--- config.mk ---
export PLATFORM = sky130hd
export DESIGN_NAME = hazard_forward_unit
export DESIGN_NICKNAME = d
export VERILOG_FILES = /design/src/rtl/riscv_hazard_pkg.sv /design/src/rtl/fwd_select.sv /design/src/rtl/hazard_forward_unit.sv
export SDC_FILE = /design/constraint.sdc
export NUM_CORES = 1
export LEC_CHECK = 0
export CORE_MARGIN = 2
export CORE_UTILIZATION = 38
export CTS_BUF_LIST = sky130_fd_sc_hd__clkbuf_2
export DETAILED_ROUTE_END_ITERATION = 8
export PLACE_DENSITY = 0.75
export SETUP_SLACK_MARGIN = 0.2
export SLEW_MARGIN = 10
export SYNTH_ARGS = -nofsm -noshare
export SYNTH_HDL_FRONTEND = slang
export SYNTH_SLANG_ARGS = --single-unit
--- constraint.sdc ---
create_clock -name clk -period 1.9 [get_ports clk]
set_input_delay 0.38 -clock clk [delete_from_list [all_inputs] [get_ports clk]]
set_output_delay 0.38 -clock clk [all_outputs]
set_load 0.02 [all_outputs]
--- src/rtl/riscv_hazard_pkg.sv ---
// riscv_hazard_pkg: forwarding select codes and stall FSM encoding shared by the hazard unit
package riscv_hazard_pkg;
    localparam logic [1:0] FWD_NONE   = 2'b00;
    localparam logic [1:0] FWD_MEM_WB = 2'b01;
    localparam logic [1:0] FWD_EX_MEM = 2'b10;
    typedef enum logic [1:0] {
        RUN       = 2'd0,
        LU_BUBBLE = 2'd1,
        MEM_WAIT  = 2'd2
    } state_e;
endpackage

--- src/rtl/fwd_select.sv ---
// fwd_select: one operand's forwarding comparator, EX/MEM beats MEM/WB, x0 never forwarded
module fwd_select
    import riscv_hazard_pkg::*;
#(
    parameter int RW = 5
) (
    input  logic [RW-1:0] rs,
    input  logic [RW-1:0] ex_mem_rd,
    input  logic          ex_mem_regwrite,
    input  logic [RW-1:0] mem_wb_rd,
    input  logic          mem_wb_regwrite,
    output logic [1:0]    sel
);
    assign sel = (ex_mem_regwrite && ex_mem_rd != '0 && ex_mem_rd == rs) ? FWD_EX_MEM :
                 (mem_wb_regwrite && mem_wb_rd != '0 && mem_wb_rd == rs) ? FWD_MEM_WB : FWD_NONE;
endmodule

--- src/rtl/hazard_forward_unit.sv ---
// hazard_forward_unit: per-operand forwarding plus load-use / memory-wait stall FSM and stall counter
module hazard_forward_unit
    import riscv_hazard_pkg::*;
#(
    parameter int RW      = 5,
    parameter int NUM_SRC = 2,
    parameter int CNT_W   = 16
) (
    input  logic                  clk,
    input  logic                  rst_n,
    input  logic [NUM_SRC*RW-1:0] id_rs,
    input  logic [NUM_SRC-1:0]    id_rs_used,
    input  logic [NUM_SRC*RW-1:0] ex_rs,
    input  logic [RW-1:0]         id_ex_rd,
    input  logic                  id_ex_memread,
    input  logic [RW-1:0]         ex_mem_rd,
    input  logic                  ex_mem_regwrite,
    input  logic [RW-1:0]         mem_wb_rd,
    input  logic                  mem_wb_regwrite,
    input  logic                  mem_busy,
    input  logic                  stall_cnt_clr,
    output logic [2*NUM_SRC-1:0]  fwd_sel,
    output logic                  pc_write_en,
    output logic                  if_id_write_en,
    output logic                  id_ex_bubble,
    output logic                  pipe_freeze,
    output logic [CNT_W-1:0]      stall_count
);
    state_e state_q, state_d;
    logic [CNT_W-1:0] cnt_q, cnt_d;
    logic load_use;

    genvar i;
    generate
        for (i = 0; i < NUM_SRC; i++) begin : g_fwd
            fwd_select #(.RW(RW)) u_fwd (
                .rs              (ex_rs[i*RW +: RW]),
                .ex_mem_rd       (ex_mem_rd),
                .ex_mem_regwrite (ex_mem_regwrite),
                .mem_wb_rd       (mem_wb_rd),
                .mem_wb_regwrite (mem_wb_regwrite),
                .sel             (fwd_sel[2*i +: 2])
            );
        end
    endgenerate

    always_comb begin
        load_use = 1'b0;
        for (int j = 0; j < NUM_SRC; j++)
            load_use = load_use | (id_ex_memread && id_ex_rd != '0 &&
                                   id_ex_rd == id_rs[j*RW +: RW] && id_rs_used[j]);
    end

    // Busy memory freezes from any state; a bubble is only inserted from RUN so LU_BUBBLE never repeats it.
    always_comb begin
        pipe_freeze    = rst_n && mem_busy;
        id_ex_bubble   = rst_n && !mem_busy && state_q == RUN && load_use;
        pc_write_en    = !(pipe_freeze || id_ex_bubble);
        if_id_write_en = pc_write_en;
        state_d        = mem_busy ? MEM_WAIT : id_ex_bubble ? LU_BUBBLE : RUN;
        cnt_d          = stall_cnt_clr ? '0 :
                         (!pc_write_en && cnt_q != '1) ? cnt_q + CNT_W'(1) : cnt_q;
    end

    always_ff @(posedge clk) begin
        if (!rst_n) begin
            state_q <= RUN;
            cnt_q   <= '0;
        end else begin
            state_q <= state_d;
            cnt_q   <= cnt_d;
        end
    end

    assign stall_count = cnt_q;
endmodule

==> results of run 1 <==
## logic make-up after synthesis
group	Yosys count	share of synthesized area, %
AND/OR/NAND/NOR	64	29.1
AO/OA/AOI/OAI	37	19.8
XOR/XNOR	31	20.2
adder cells (fa/ha/maj)	1	0.906
buffers and inverters	7	3.89
flip-flops	18	26.1
## layout by cell type, fill, tap and decap left out, drive strengths merged, types with 4 or more instances in the layout
cell | synthesis | layout
nand4 | 8 | 8
o21ai | 13 | 13
nor4 | 6 | 6
dlygate4sd2 | 0 | 30
clkbuf | 1 | 10
and2 | 4 | 4
xnor2 | 16 | 16
a21oi | 15 | 15
o31ai | 4 | 4
xor2 | 15 | 15
nand2 | 8 | 8
nand3 | 8 | 8
dfxtp | 18 | 18
or4 | 9 | 9
or3 | 9 | 9
buf | 3 | 81
clkdlybuf4s50 | 0 | 4
nor2 | 4 | 4
## synthesized netlist by cell type
master,count
o211ai_2,1
ha_1,1
nand3b_1,1
dfxtp_1,18
buf_4,1
buf_6,1
xor2_2,1
or3_1,9
nor2_1,3
nand2_1,8
a21oi_2,6
a31o_2,1
o311ai_0,1
clkbuf_1,1
o31ai_1,4
and2_1,4
a21oi_4,1
and4_1,1
o22ai_2,1
inv_1,3
o21ai_2,5
xor2_1,14
nor4b_2,1
nor4_4,1
or4_1,9
o21ai_1,2
nor2b_1,2
nand3_1,8
xnor2_1,16
a21oi_1,8
nor4_1,5
buf_12,1
nand2b_1,3
o41ai_1,1
nor2_2,1
nand4_1,8
o21ai_0,6
## through the flow
stage / TNS, ps / utilization (%) / hold WS [ps] / worst slack [ps]
after CTS: -1120 / 80.2 / 501 / -279
after detailed placement: -16400 / 71.8 / 469 / -1110
after floorplan: -71.7 / - / 502 / -70.7
after global routing: -3990 / 87.4 / 542 / -311
final: -3120 / 87.4 / 521 / -236
after global placement: -15010 / 71.8 / 461 / -1080
## power groups by stage
stage | sequential, mW | combinational, mW | clock (mW)
2_1_floorplan | 0.391 | 0.122 | 0
3_5_place_dp | 0.389 | 0.306 | 0
4_1_cts | 0.380 | 0.356 | 0.177
6_report | 0.371 | 0.412 | 0.180
5_1_grt | 0.371 | 0.430 | 0.198
3_3_place_gp | 0.389 | 0.297 | 0
## area by class of cell
type                            count  area, sq um
Timing Repair Buffer              125         1170
Sequential cell                    18          400
Inverter                            3         11.3
Fill cell                         179          432
Tap cell                           46         57.6
Clock buffer                        3         15.0
Clock inverter                      1         3.75
Multi-Input combinational cell    133         1330
## sequential cells by signal (all words and copies together), names as in the netlist
register / cells
stall_count: 16
state_q: 2
## worst max path at each step
stage                             from                            to  slack, ps
final                         id_rs[3]  stall_count[13]$_SDFFE_PP0P_       -240
after global placement    mem_wb_rd[4]                    fwd_sel[0]      -1080
after detailed placement  mem_wb_rd[4]                    fwd_sel[0]      -1110
after CTS                 ex_mem_rd[2]                    fwd_sel[2]       -280
after global routing          id_rs[3]  stall_count[13]$_SDFFE_PP0P_       -310
after floorplan            id_ex_rd[1]                   pc_write_en        -70
## per-layer routing
| layer | up-vias | share of wire [%] | wire (um) | GRT usage [%] |
|---|---|---|---|---|
| li1 | 845 | - | - | - |
| met1 | 893 | 39 | 2620 | 29.9 |
| met2 | 112 | 53 | 3620 | 54.7 |
| met3 | 15 | 5.5 | 369 | 3.87 |
| met4 | 0 | 2.3 | 159 | 7.98 |
| met5 | - | 0 | 0 | 0 |
## worst max-delay path: cells and delay by family
| family | cells | cell delay [ps] |
|---|---|---|
| AO/OA/AOI/OAI | 3 | 550 |
| XOR/XNOR | 1 | 240 |
| buffers and inverters | 4 | 620 |
| AND/OR/NAND/NOR | 2 | 610 |
## repair_timing
item,CTS,global route
pin swaps,56,33
endpoints found under the hold margin,0,0
buffers inserted,10,9
setup endpoints to repair,40,23
gates cloned,3,0
gates resized for setup,187,71
==> results.ini, run 1 <==
[run_status]
status=complete, but fails checks
violations=setup timing

[pwr]
power.density_nw_per_um2=323
pwr-share-clk_pct=18.7
peakVddDrop_uv=330
leakage_nw=1.24
power.share.sequential_pct=38.5
netSwitchingPower_uw=316
netSwitchingFraction_pct=32.9
p_int_uw=646
power_uw=962
comb_power_share_pct=42.8

[clocking]
cts_root_buf=clkbuf_2
clock_path_buffers=2
htree_levels=1
postCtsHoldBufs=0
cts_tree=built
cts_buffers=3
cts_sinks=18
clkTransAtPathRegs_ps=190
clkLatencyLatePin_ps=340

[placement]
place.gp.congestion=0.835
dp_cells=303
dpl_cell_area_sq_um=2450
portBuffers=67
dp_hpwl_um=3670

[sta]
fmax_mhz=468
finalSetupViolations=22
hold_viol=0
worst_slack_ps=-236
rsz0062_at_grt=yes
finalClockSkew_ps=13.3
timing.final.crit_share_pct=112
slew_headroom_pct=49.0
drv_slew=0
min_period_ps=2140
worst_slew_pin_slew_ps=766

[synth]
synth_area_leaders=dfxtp_1, xnor2_1, xor2_1
yosys.area.top_type_share_pct=26.1
synth_top_area_cell=dfxtp_1
yosysWarnings=0
ys_ff_latch=18
syn_inst=158
syn_avg_cell_area_sq_um=8.74
yosysSeqAreaShare_pct=26.1
synth_cell_type_count=37
synthesis.area_sq_um=1380
synthesis.nets=203

[floorplan]
die_h_um=64.3
die_width_um=64.3
io-pin-count=68
core_sq_um=3420
initial_core_util_pct=40.4
dieArea_sq_um=4130
rows=21

[detailed_routing]
wl_um=6770
drc=0
postRouteAntennaNets=0
wl_per_cell_um=20.6
dr.pass1.iters=4
viasPerCell=5.67
num_vias=1865
drtIter0Drc=68

[critical_path]
crit_slowest_cell=or4_1
crit_required_ps=2170
reg2regPathDepth=9
path_max_fanout=7
ff2ff_setup_slack_ps=-140
max_stage_delay_ps=420
worstReg2RegStart=state_q[1]$_SDFF_PN0_
cp-start-kind=input port
path_common_cell=buf_6
critPathArrivalTime_ps=2400
path_cells=dlygate4sd2_1 > xnor2_1 > nand4_1 > o22ai_4 > a21oi_4 > buf_6 > buf_6 > buf_6 > or4_1 > a21oi_1
critPathKind=input port to register
end_kind=register
rr_endpoint=stall_count[9]$_SDFFE_PP0P_

[worst_hold_path]
min_path_type=register to register
min_to=stall_count[10]$_SDFFE_PP0P_
whs_path_depth=2
hold_start=stall_count[10]$_SDFFE_PP0P_

[grt]
grt_max_degree=14
antenna_found_initial=0
grt_pass1_vias=1778
grt_use_total_pct=27.6
overflow=0
grt_pass1_wl_um=8890

[flow_run]
maxCapViolations=0

[final_layout]
drive_gt1_share_pct=62.2
num-nets-final=329
final_cells=329
syn2layout_area_growth_pct=116
antenna_cells=0
fin_area_sq_um=2980

Power figures use the tool's default switching activity.
==> inputs of run 2 (changes only) <==
--- a/config.mk
+++ b/config.mk
@@ -5,7 +5,6 @@
 export SDC_FILE = /design/constraint.sdc
 export NUM_CORES = 1
 export LEC_CHECK = 0
-export CORE_MARGIN = 2
 export CORE_UTILIZATION = 38
 export CTS_BUF_LIST = sky130_fd_sc_hd__clkbuf_2
 export DETAILED_ROUTE_END_ITERATION = 8
==> run 2 against run 1 <==
Compared with the run above:
- the flow still finishes with violations (setup timing)
- setup slack lost 35 ps
- global-route usage grew 4.8 points
- sequential power grew 3%
- utilization grew 2.9 points
- count of clock-buffer cells in the layout is the same
- routed wire length grew 9.0%
- combinational power grew 2%
- fmax shrank 1.6%
- critical path type is now register to register
- critical path depth shrank 2
==> results.ini, run 2 (synthesis gave the netlist of run 1 again) <==
[sta]
rsz0062_at_grt=yes
worst_slew_pin_slew_ps=832
hold_viol=0
slew_headroom_pct=44.5
min_period_ps=2170
finalClockSkew_ps=14.2
fmax_mhz=461
finalSetupViolations=20
drv_slew=0
fin_hold_ws_ps=502
worst_slack_ps=-271
timing.final.crit_share_pct=114

[clocking]
cts_buffers=3
cts_tree=built
cts_sinks=18
cts_root_buf=clkbuf_2
clkLatencyLatePin_ps=360
clkTransAtPathRegs_ps=230
clock_path_buffers=2
htree_levels=1

[floorplan]
rows=21
core_sq_um=3420
io-pin-count=68
die_width_um=62.3
initial_core_util_pct=40.4
dieArea_sq_um=3880
die_h_um=62.3

[pwr]
leakage_nw=1.31
netSwitchingFraction_pct=34.6
power_mw=1.00
p_int_uw=657
power.share.sequential_pct=38.0
power.density_nw_per_um2=326
netSwitchingPower_uw=348
peakVddDrop_uv=433
pwr-share-clk_pct=20.3
comb_power_share_pct=41.7

[worst_hold_path]
min_path_type=input port to register

[detailed_routing]
drc=0
num_vias=2020
drtIter0Drc=77
wl_um=7370
wl_per_cell_um=21.5
dr.pass1.iters=5
postRouteAntennaNets=0
viasPerCell=5.89

[critical_path]
path_max_fanout=5
cp-start-kind=register
crit_required_ps=2130
end_kind=register
critPathArrivalTime_ps=2400
critPathKind=register to register

[grt]
grt_use_total_pct=32.4
grt_pass1_vias=2043
overflow=0
grt_max_degree=14
grt_pass1_wl_um=9820
antenna_found_initial=0

[final_layout]
multi_input_area_sq_um=1380
antenna_cells=0
syn2layout_area_growth_pct=123
final_common_cell=buf_4
drive_gt1_share_pct=63.0
largest_register_ffs=16
layout_common_cells=buf_4, buf_6, dlygate4sd2_1, xor2_1, dfxtp_2
final-seq-area_sq_um=379
num-nets-final=343
num-fill-cells=144

[placement]
place.gp.congestion=0.911
portBuffers=67
dp_hpwl_um=3670

[flow_run]
maxCapViolations=0

[run_status]
status=complete, but fails checks
violations=setup timing

## run 2: critical path, cell delays in order, from the launching register on
cell and delay [ps]:
dfxtp_2 440, nand3_1 220, nor4_4 480, nor2b_2 140, a21oi_4 270, buf_6 190, buf_12 110, xor2_2 110
nor2_1 70
## run 2: metrics by stage
step | setup slack [ps] | std cells | TNS (ps) | utilization [%] | instance area, sq um
finish | -271 | 343 | -3300 | 90.3 | 3080
global route | -328 | 343 | -4100 | 90.3 | 3080
CTS | -288 | 334 | -1240 | 81.4 | 2780
detailed placement | -1140 | 312 | -17020 | 73.4 | 2510
global placement | -1070 | 312 | -15840 | 73.4 | 2510
floorplan | -70.7 | 158 | -71.7 | - | 1490
## run 2: routing by layer
layer / up-vias / share of wire (%) / wire length [um] / GRT usage, %
met3: 56 / 8.6 / 637 / 5.70
met5: - / 0 / 0 / 0
li1: 869 / - / - / -
met2: 172 / 50 / 3670 / 62.0
met4: 0 / 6.6 / 489 / 14.8
met1: 923 / 35 / 2580 / 34.0
## run 2: what timing repair did
| item | CTS | global route |
|---|---|---|
| setup buffers | 17 | 9 |
| pin swaps | 52 | 28 |
| gates cloned | 1 | 0 |
| hold buffers | 0 | 0 |
| resized for setup | 170 | 88 |
| endpoints found under the setup margin | 40 | 23 |
## run 2: worst paths after layout
path                                                    from                     endpoint  slack [ps]  depth (start not counted)
worst max-delay path            stall_count[13]$_SDFFE_PP0P_  stall_count[0]$_SDFFE_PP0P_        -270                          8
worst min-delay path                                   rst_n        state_q[1]$_SDFF_PN0_         500                          3
worst max register to register  stall_count[13]$_SDFFE_PP0P_  stall_count[0]$_SDFFE_PP0P_        -270                          8
worst min register to register   stall_count[5]$_SDFFE_PP0P_  stall_count[5]$_SDFFE_PP0P_         560                          2
## run 2: area by class of cell
class / instances / area share, %
clock buffers: 3 / 0.487
flip-flops and latches: 18 / 12.3
repair buffers: 138 / 40.3
inverters: 3 / 0.365
well taps: 46 / 1.87
clock inverters: 1 / 0.122
multi-input cells: 134 / 44.6
## run 2: power by group through the flow
| stage | registers, mW | clock network (mW) | logic [mW] |
|---|---|---|---|
| detailed placement | 0.389 | 0 | 0.309 |
| global route | 0.382 | 0.203 | 0.438 |
| global placement | 0.389 | 0 | 0.299 |
| floorplan | 0.391 | 0 | 0.122 |
| finish | 0.382 | 0.204 | 0.419 |
| CTS | 0.382 | 0.173 | 0.341 |
